<file path="src/rtl/unstriping_if.sv">
// Lane-side and stream-side signals of the un-striping block.
// The DUT uses the slave modport; upstream/test drivers use the master modport.
interface unstriping_if #(
    parameter int DW = 8
);
    logic [DW-1:0] FL0;
    logic [DW-1:0] FL1;
    logic [DW-1:0] FL2;
    logic [DW-1:0] FL3;
    logic          valid_in;
    logic [1:0]    width;
    logic [DW-1:0] toDemux;
    logic          valid_out;

    modport master (
        output FL0, FL1, FL2, FL3, valid_in, width,
        input  toDemux, valid_out
    );

    modport slave (
        input  FL0, FL1, FL2, FL3, valid_in, width,
        output toDemux, valid_out
    );
endinterface

</file>
<file path="src/rtl/unstriping.sv">
// Byte un-striping: captures up to four lane bytes in one clock, then
// emits them in lane order (lane 0 first) on a single registered byte stream.
module unstriping #(
    parameter int            DW        = 8,
    parameter logic [DW-1:0] IDLE_BYTE = 8'h00
) (
    input logic          clk,
    input logic          reset_L,
    unstriping_if.slave  lanes
);
    logic [1:0]      ptr_reg;
    logic [2:0]      n_reg;
    logic [DW-1:0]   to_demux_reg;
    logic            valid_out_reg;
    logic [2:0]      n_next;
    logic [2:0]      ptr_inc;
    logic            capture;
    logic [DW-1:0]   sh_sel;
    logic [3*DW-1:0] sh_flat;
    logic [DW-1:0]   lane_in [0:3];

    assign lane_in[0] = lanes.FL0;
    assign lane_in[1] = lanes.FL1;
    assign lane_in[2] = lanes.FL2;
    assign lane_in[3] = lanes.FL3;

    // A new group is only accepted when the previous one has fully drained.
    assign capture = (ptr_reg == 2'd0) && lanes.valid_in;
    assign ptr_inc = {1'b0, ptr_reg} + 3'd1;

    always_comb begin
        n_next = 3'd4;
        case (lanes.width)
            2'b00:   n_next = 3'd1;
            2'b01:   n_next = 3'd2;
            default: n_next = 3'd4;
        endcase
    end

    genvar gi;
    generate
        for (gi = 1; gi < 4; gi++) begin : g_shadow
            logic [DW-1:0] sh_reg;
            always_ff @(posedge clk or negedge reset_L) begin
                if (!reset_L) begin
                    sh_reg <= '0;
                end else if (capture) begin
                    sh_reg <= lane_in[gi];
                end
            end
            assign sh_flat[(gi-1)*DW +: DW] = sh_reg;
        end
    endgenerate

    always_comb begin
        sh_sel = sh_flat[DW-1:0];
        case (ptr_reg)
            2'd2:    sh_sel = sh_flat[2*DW-1:DW];
            2'd3:    sh_sel = sh_flat[3*DW-1:2*DW];
            default: sh_sel = sh_flat[DW-1:0];
        endcase
    end

    always_ff @(posedge clk or negedge reset_L) begin
        if (!reset_L) begin
            to_demux_reg  <= IDLE_BYTE;
            valid_out_reg <= 1'b0;
            ptr_reg       <= 2'd0;
            n_reg         <= 3'd4;
        end else if (ptr_reg == 2'd0) begin
            if (lanes.valid_in) begin
                to_demux_reg  <= lane_in[0];
                valid_out_reg <= 1'b1;
                n_reg         <= n_next;
                ptr_reg       <= (n_next == 3'd1) ? 2'd0 : 2'd1;
            end else begin
                to_demux_reg  <= IDLE_BYTE;
                valid_out_reg <= 1'b0;
            end
        end else begin
            // Mid-group: lane inputs, valid_in and width are deliberately ignored.
            to_demux_reg  <= sh_sel;
            valid_out_reg <= 1'b1;
            ptr_reg       <= (ptr_inc == n_reg) ? 2'd0 : ptr_inc[1:0];
        end
    end

    assign lanes.toDemux   = to_demux_reg;
    assign lanes.valid_out = valid_out_reg;
endmodule

</file>
<file path="src/flat_wrapper.sv">
// flat-port wrapper written by rule: the top's interface ports become plain ports
module unstriping_flat 
#(
    parameter int            DW        = 8,
    parameter logic [DW-1:0] IDLE_BYTE = 8'h00
)
  (clk, reset_L, lanes_FL0, lanes_FL1, lanes_FL2, lanes_FL3, lanes_valid_in, lanes_width, lanes_toDemux, lanes_valid_out);
  unstriping_if #(.DW(DW)) lanes_i ();
  input logic clk;
  input logic reset_L;
  input wire logic [$bits(lanes_i.FL0)-1:0] lanes_FL0;
  input wire logic [$bits(lanes_i.FL1)-1:0] lanes_FL1;
  input wire logic [$bits(lanes_i.FL2)-1:0] lanes_FL2;
  input wire logic [$bits(lanes_i.FL3)-1:0] lanes_FL3;
  input wire logic [$bits(lanes_i.valid_in)-1:0] lanes_valid_in;
  input wire logic [$bits(lanes_i.width)-1:0] lanes_width;
  output wire logic [$bits(lanes_i.toDemux)-1:0] lanes_toDemux;
  output wire logic [$bits(lanes_i.valid_out)-1:0] lanes_valid_out;
  assign lanes_i.FL0 = lanes_FL0;
  assign lanes_i.FL1 = lanes_FL1;
  assign lanes_i.FL2 = lanes_FL2;
  assign lanes_i.FL3 = lanes_FL3;
  assign lanes_i.valid_in = lanes_valid_in;
  assign lanes_i.width = lanes_width;
  assign lanes_toDemux = lanes_i.toDemux;
  assign lanes_valid_out = lanes_i.valid_out;
  unstriping #(.DW(DW), .IDLE_BYTE(IDLE_BYTE)) u_core (.clk(clk), .reset_L(reset_L), .lanes(lanes_i));
endmodule
</file>
<file path="config.mk">
export PLATFORM = sky130hd
export DESIGN_NAME = unstriping_flat
export DESIGN_NICKNAME = d
export VERILOG_FILES = /design/src/rtl/unstriping_if.sv /design/src/rtl/unstriping.sv /design/src/flat_wrapper.sv
export SDC_FILE = /design/constraint.sdc
export NUM_CORES = 1
export LEC_CHECK = 0
export CORE_ASPECT_RATIO = 1.1
export CORE_MARGIN = 2
export CORE_UTILIZATION = 49
export CTS_BUF_LIST = sky130_fd_sc_hd__clkbuf_8
export CTS_CLUSTER_SIZE = 25
export DETAILED_ROUTE_END_ITERATION = 10
export GPL_ROUTABILITY_DRIVEN = 0
export PLACE_DENSITY = 0.79
export SYNTH_ARGS = -nofsm -noshare
export SYNTH_HDL_FRONTEND = slang
export SYNTH_SLANG_ARGS = --single-unit
</file>
<file path="constraint.sdc">
create_clock -name clk -period 2.05 [get_ports clk]
set_input_delay 0.41 -clock clk [delete_from_list [all_inputs] [get_ports clk]]
set_output_delay 0.41 -clock clk [all_outputs]
set_load 0.005 [all_outputs]
</file>
Yosys cells after proc, flatten, opt, wreduce, memory -nomap -nowiden
Index checks and enable logic that the tools add are counted.
Operators by class
  add/subtract/negate cells: 1
  muxes and demuxes: 10
  reductions and logical operators: 4
  equality and inequality tests: 6
Operators by type and width (count)
  $mux W8: 2
  $pmux W8 S2: 1
  $mux W2: 3
  $pmux W3 S2: 1
  $eq A2 B2 Y1 const B: 2
  $logic_not A2 Y1: 2
  $add A2 B1 Y3 const B: 1
  $eq A3 B1 Y1 const B: 1
  $eq A3 B3 Y1: 1
  $mux W1: 3
  $eq A2 B1 Y1 const B: 1
  $ne A2 B2 Y1 const B: 1
  $reduce_and A2 Y1: 1
  $logic_and A1 B1 Y1: 1
Storage, ports and cells
  input port bits: 37
  logic and storage cells: 28
  register bits after elaboration: 38

Longest topological paths before layout
Gate-level depths: netlist (run 1).
  word-level depth: 6
  mapped depth: 7

Least setup slack after synthesis (run 1)
OpenSTA, ideal clock, no wires.
  path type: register to register
  from: register u_core.ptr_reg[0]
  to: register u_core.to_demux_reg[1] (netlist: u_core.lanes.toDemux[1])
  data arrival time: 1.303 ns
  library setup time: 0.135 ns
  buffers on the path: 2
  stages on the path, launching flop included: 8
  slack: 0.612 ns
  period minus slack after synthesis: 1.438 ns
  required time: 1.915 ns
  cell sequence: dfrtp_1 -> inv_1 -> ha_1 -> buf_6 -> or2_1 -> buf_6 -> nor2_1 -> o31ai_1
Between the ends
  cells in the longest elaborated chain, start to end: 3
  elaborated cells on any way between the ends: 5
Ends and longest elaborated chain
  start: declaration: RTL line unstriping.sv:11  | logic [1:0] ptr_reg;
  start signal: assignment: RTL line unstriping.sv:75  | ptr_reg <= (n_next == 3'd1) ? 2'd0 : 2'd1;
  start signal: assignment: RTL line unstriping.sv:84  | ptr_reg <= (ptr_inc == n_reg) ? 2'd0 : ptr_inc[1:0];
  $eq A2 B2 Y1: RTL line unstriping.sv:57  | case (ptr_reg)
  $pmux W8 S2: RTL line unstriping.sv:57
  $mux W8 *: RTL line unstriping.sv:70  | end else if (ptr_reg == 2'd0) begin
  end signal: assignment: RTL line unstriping.sv:72  | to_demux_reg <= lane_in[0];
  end signal: assignment: RTL line unstriping.sv:82  | to_demux_reg <= sh_sel;
  end: declaration: RTL line unstriping.sv:13  | logic [DW-1:0] to_demux_reg;
Mark *: on every way between the ends. The rest lies on a longest branch, timed or not.
A chain may end at the register's enable or synchronous reset.

Worst setup path in the final report (run 1)
  from: register u_core.ptr_reg[0]
  to: register u_core.to_demux_reg[5] (netlist: u_core.lanes.toDemux[5])
Same word-level chain as after synthesis.

==> impl_metrics.json, run 1 <==
{
  "final_area_um2": 2240,
  "wl_per_cell_um": 13.1,
  "seqCellArea_um2": 952,
  "fin_nets": 267,
  "vias_per_cell": 4.91,
  "globalRouteOverflowTotal": 0,
  "cts_root_buf": "clkbuf_8",
  "synth-seq-cells": 38,
  "cts_hold_buf": 0,
  "netlist_area_um2": 1700,
  "cap_violations": 0,
  "yosys.area.top_type": "dfrtp_1",
  "vias": 1350,
  "grt_usage": 0.206,
  "multi_input_area_um2": 653,
  "dieArea_um2": 3960,
  "clkSinkCount": 38,
  "largest_register_ffs": 24,
  "final_common_cell": "nand2_1",
  "antenna_cells": 0,
  "coreArea_um2": 3330,
  "synth_seq_area_share": 0.560,
  "ir_drop_uv": 757,
  "numPortBuffers": 45,
  "max_slew_margin": 0.457,
  "post-route-util": 0.673,
  "grt_max_degree": 39,
  "layout-drive-gt1-share": 0.0661,
  "setup_viol": 0,
  "status": "complete, no violations",
  "grt_pass1_wl_um": 5890,
  "worstMarginPinSlew_ps": 815,
  "period_needed_ps": 1710,
  "clock_path_buffers": 2,
  "critical_path_arrival_ps": 1910,
  "drc": 0,
  "report.final.hold_viol_count": 0,
  "rsz0062_at_grt": "false",
  "cp-start-kind": "flip-flop",
  "rows": 22,
  "drtIter0Drc": 61,
  "initial_core_util": 0.511,
  "cts_tree": "yes",
  "dp.final_hpwl_um": 2590,
  "yosysTopAreaCellShare": 0.544,
  "critPathCaptureType": "flip-flop",
  "synth_cell_types": 25,
  "pin_count": 46,
  "yosysWarnings": 0,
  "routed_wl_um": 3590,
  "cp_data_required_time_ps": 2240,
  "cts_buffers": 5,
  "synthCells": 180,
  "most-common-layout-cells": "nand2_1 (84), clkdlybuf4s50_1 (44), dfrtp_1 (37)",
  "fp.dieH_um": 65.8,
  "syn_nets": 221,
  "postCtsSetupBuffers": 0,
  "fill_cells": 285,
  "cp_max_fo": 10,
  "p_total_w": 0.00308,
  "layout.cells.non_filler": 275,
  "synth_area_leaders": "dfrtp_1 (54%), nand2_1 (19%), a221oi_1 (4.1%)",
  "p_per_area_nw_per_um2": 1370,
  "finClkSkew_ps": 6.92,
  "min-delay-path-class": "input pin to asynchronous set/reset pin",
  "final_min_period_over_clock_period": 0.835,
  "grt_pass1_vias": 1305,
  "area_growth_syn_to_layout_pct": 31.8,
  "fmax_mhz": 584,
  "htreeDepth": 2,
  "antenna_found_initial": 0,
  "syn_area_per_cell_um2": 9.45,
  "slew_viol_final": 0,
  "path_class": "flip-flop to flip-flop",
  "p_leak_nw": 1.09,
  "clk_latency_ps": 290,
  "cts.repair.resized": 0,
  "detailed_place.area_um2": 2150,
  "dr.pass1.iters": 4,
  "tns_ps": 0,
  "clkTransAtPathRegs_ps": 70,
  "die_x_um": 60.2,
  "place_inst": 267,
  "ant_nets": 0
}
## metal layers
layer | global-route usage | routed length (µm)
met1 | 0.255 | 1610
met2 | 0.325 | 1750
met3 | 0.0685 | 181
met4 | 0.0889 | 53
met5 | 0 | 0
## synth_stat cells
library cell and instances:
a21o_1 1, xnor2_1 1, buf_2 2, nand2b_1 2
nand3_1 1, nor3_1 1, or2_1 1, buf_1 1
inv_1 3, dfstp_2 1, dfrtp_1 37, ha_1 4
mux2_4 1, nor2_1 8, clkbuf_1 1, buf_6 6
and2_1 1, o31ai_1 9, o21ai_0 2, nand2_1 84
xor2_1 2, o32ai_1 1, nor2_2 1, nor2_4 1
a221oi_1 8
## stage by stage
stage,worst slack (ps),hold WS (ps)
CTS,345,238
finish,339,214
global route,182,278
floorplan,612,114
detailed placement,341,465
global placement,412,457
## final timing paths
| kind | startpoint | end | slack, ps | depth (start not counted) |
|---|---|---|---|---|
| max reg2reg | u_core.ptr_reg[0]$_DFFE_PN0P_ | u_core.lanes.toDemux[5]$_DFF_PN0_ | 340 | 5 |
| min in group clk | u_core.g_shadow[1].sh_reg[3]$_DFFE_PN0P_ | u_core.g_shadow[1].sh_reg[3]$_DFFE_PN0P_ | 490 | 2 |
| max | u_core.ptr_reg[0]$_DFFE_PN0P_ | u_core.lanes.toDemux[5]$_DFF_PN0_ | 340 | 5 |
| min | reset_L | u_core.g_shadow[1].sh_reg[5]$_DFFE_PN0P_ | 210 | 1 |
| max in group asynchronous | reset_L | u_core.g_shadow[1].sh_reg[1]$_DFFE_PN0P_ | 1320 | 1 |
| min reg2reg | u_core.g_shadow[1].sh_reg[3]$_DFFE_PN0P_ | u_core.g_shadow[1].sh_reg[3]$_DFFE_PN0P_ | 490 | 2 |
## worst max-delay path, stage by stage, from the launching register on
cell	delay [ps]
dfrtp_1	450
inv_1	120
ha_1	390
or2_1	350
nor2_1	100
o31ai_1	210
## cells by family (layout without fill, tap and decap cells)
logic type	Yosys count	in the layout	synth area share
XOR/XNOR	3	3	0.0154
adder cells (fa/ha/maj)	4	4	0.0294
multiplexers	1	1	0.00882
flip-flops	38	38	0.560
AND/OR/NAND/NOR	100	100	0.234
AO/OA/AOI/OAI	21	21	0.0963
buffers and inverters	13	60	0.0566
## where the power goes
| group | internal [W] | total (W) | switching (W) |
|---|---|---|---|
| logic | 0.000598 | 0.00127 | 0.000668 |
| clock network | 0.000264 | 0.000503 | 0.000240 |
| registers | 0.00111 | 0.00131 | 0.000199 |
## cell type report
| class | instances | share of cell area |
|---|---|---|
| clock buffer | 6 | 0.0368 |
| sequential | 38 | 0.425 |
| multi-input combinational | 129 | 0.291 |
| clock inverter | 2 | 0.00335 |
| timing repair buffer | 49 | 0.212 |
| inverter | 3 | 0.00502 |
| tap | 48 | 0.0268 |
No activity file was read; power rests on OpenSTA's default activity.
==> inputs of run 2 (changes only) <==
--- a/config.mk
+++ b/config.mk
@@ -7,12 +7,12 @@
 export LEC_CHECK = 0
 export CORE_ASPECT_RATIO = 1.1
 export CORE_MARGIN = 2
-export CORE_UTILIZATION = 49
+export CORE_UTILIZATION = 45
 export CTS_BUF_LIST = sky130_fd_sc_hd__clkbuf_8
 export CTS_CLUSTER_SIZE = 25
 export DETAILED_ROUTE_END_ITERATION = 10
 export GPL_ROUTABILITY_DRIVEN = 0
-export PLACE_DENSITY = 0.79
+export PLACE_DENSITY = 0.76
 export SYNTH_ARGS = -nofsm -noshare
 export SYNTH_HDL_FRONTEND = slang
 export SYNTH_SLANG_ARGS = --single-unit
==> constraint.sdc (replaced) <==
create_clock -name clk -period 1.5 [get_ports clk]
set_input_delay 0.3 -clock clk [delete_from_list [all_inputs] [get_ports clk]]
set_output_delay 0.3 -clock clk [all_outputs]
set_load 0.005 [all_outputs]
==> run 2 against run 1 <==
Critical path depth is 1 lower. Sequential cell count stayed put. Register-to-register slack lost 300 ps. Power is 49% higher. Critical path type unchanged. Sequential power rose by 38%.
==> impl_metrics.json, run 2 (synthesis results as in run 1) <==
{
  "clkTransAtPathRegs_ps": 70,
  "rows": 23,
  "htreeDepth": 2,
  "ant_nets": 0,
  "cp_data_required_time_ps": 1670,
  "critical_path_arrival_ps": 1630,
  "vias_per_cell": 4.78,
  "worstPathBufferInverterCount": 1,
  "report.final.hold_viol_count": 0,
  "period_needed_ps": 1460,
  "critPathCaptureType": "flip-flop",
  "final_area_um2": 2390,
  "fill_cells": 302,
  "numPortBuffers": 45,
  "final_min_period_over_clock_period": 0.975,
  "cts_buffers": 5,
  "dr.pass1.iters": 4,
  "clock_path_buffers": 2,
  "wl_per_cell_um": 13.4,
  "routed_wl_um": 3800,
  "cts_root_buf": "clkbuf_8",
  "grt_usage": 0.184,
  "wl_met1_um": 1810,
  "cts_tree": "yes",
  "holdWs_ps": 476,
  "die_x_um": 62.6,
  "clkSinkCount": 38,
  "globalRouteOverflowTotal": 0,
  "slew_viol_final": 0,
  "fmax_mhz": 684,
  "clk_latency_ps": 290,
  "most-common-layout-cells": "nand2_1 (84), clkdlybuf4s50_1 (44), dfrtp_1 (37)",
  "detailed_place.area_um2": 2220,
  "fin_nets": 273,
  "fp.dieH_um": 68.5,
  "grt_pass1_wl_um": 6070,
  "cp_slowest_stage_delay_ps": 410,
  "path_cells": "buf_4, ha_1, a221oi_1, o31ai_1",
  "cp-start-kind": "flip-flop",
  "dp.final_hpwl_um": 2630,
  "area_growth_syn_to_layout_pct": 40.5,
  "dr_wl_met2_um": 1760,
  "status": "complete, no violations",
  "max_slew_margin": 0.685,
  "path_class": "flip-flop to flip-flop",
  "ir_drop_uv": 871,
  "final_common_cell": "nand2_1",
  "drc": 0,
  "largest_register_ffs": 24,
  "pin_count": 46,
  "top_layer_used": "met4",
  "drtIter0Drc": 67,
  "setup_viol": 0,
  "dieArea_um2": 4290,
  "min-delay-path-class": "flip-flop to flip-flop",
  "vias": 1353,
  "antenna_found_initial": 0,
  "path_delay_family": "compound AO/OA/AOI/OAI gates",
  "initial_core_util": 0.469,
  "cap_violations": 0,
  "grt_pass1_vias": 1310,
  "cp_slowest_cell": "dfrtp_1",
  "grt_max_degree": 33,
  "layout-drive-gt1-share": 0.142,
  "worstMarginPinSlew_ps": 473,
  "finClkSkew_ps": 9.79,
  "p_per_area_nw_per_um2": 1910,
  "antenna_cells": 0,
  "cp_max_fo": 8,
  "p_leak_nw": 1.15,
  "coreArea_um2": 3630,
  "met3_length_um": 186
}
==> run 2: layer usage <==
metal | up-vias | track usage
met5 | - | 0
met4 | 0 | 0.0639
met3 | 4 | 0.0536
met2 | 32 | 0.305
met1 | 628 | 0.236
li1 | 689 | -
==> run 2: repair_timing <==
item | CTS | global route
endpoints found under the hold margin | 17 | 0
setup buffers | 0 | 1
endpoints found under the setup margin | 0 | 10
gates resized for setup | 0 | 11
hold buffers | 1 | 0
==> run 2: worst min-delay path, delay by kind of cell (launching register included) <==
family | cells | cell delay [ps]
flops | 1 | 380
simple gates | 2 | 90
==> run 2: final cells by class <==
cell class	instances	area [µm²]	share of cell area
Timing Repair Buffer	55	561	0.234
Inverter	3	11.3	0.00471
Multi-Input combinational cell	129	709	0.297
Clock inverter	2	12.5	0.00523
Sequential cell	38	952	0.398
Tap cell	50	62.6	0.0262
Clock buffer	6	82.6	0.0345
==> run 2: final timing paths <==
path                                               start                                  endpoint  slack, ps  cells past startpoint
max in group asynchronous                        reset_L  u_core.g_shadow[3].sh_reg[6]$_DFFE_PN0P_        540                      3
setup reg to reg           u_core.ptr_reg[0]$_DFFE_PN0P_         u_core.lanes.toDemux[3]$_DFF_PN0_         40                      4
hold reg to reg              u_core.n_reg[2]$_DFFE_PN1P_               u_core.n_reg[2]$_DFFE_PN1P_        480                      2
min in group asynchronous                        reset_L  u_core.g_shadow[1].sh_reg[3]$_DFFE_PN0P_        490                      2
setup / recovery           u_core.ptr_reg[0]$_DFFE_PN0P_         u_core.lanes.toDemux[3]$_DFF_PN0_         40                      4
hold / removal               u_core.n_reg[2]$_DFFE_PN1P_               u_core.n_reg[2]$_DFFE_PN1P_        480                      2
==> run 2: metrics by stage <==
step	instances	TNS (ps)	util	setup WS [ps]	total power [W]
after global routing	283	-219	0.659	-69.7	0.00492
final	283	0	0.659	37.1	0.00458
after CTS	282	0	0.642	15.9	0.00437
after detailed placement	273	0	0.613	6.84	0.00364
after global placement	273	0	0.613	44.4	0.00358
after floorplan	180	0	-	62.4	0.00298
==> run 2: power by group <==
| part | internal [W] | total, W | switching, W |
|---|---|---|---|
| registers | 0.00152 | 0.00181 | 0.000292 |
| logic | 0.000994 | 0.00204 | 0.00105 |
| clock network | 0.000369 | 0.000728 | 0.000358 |
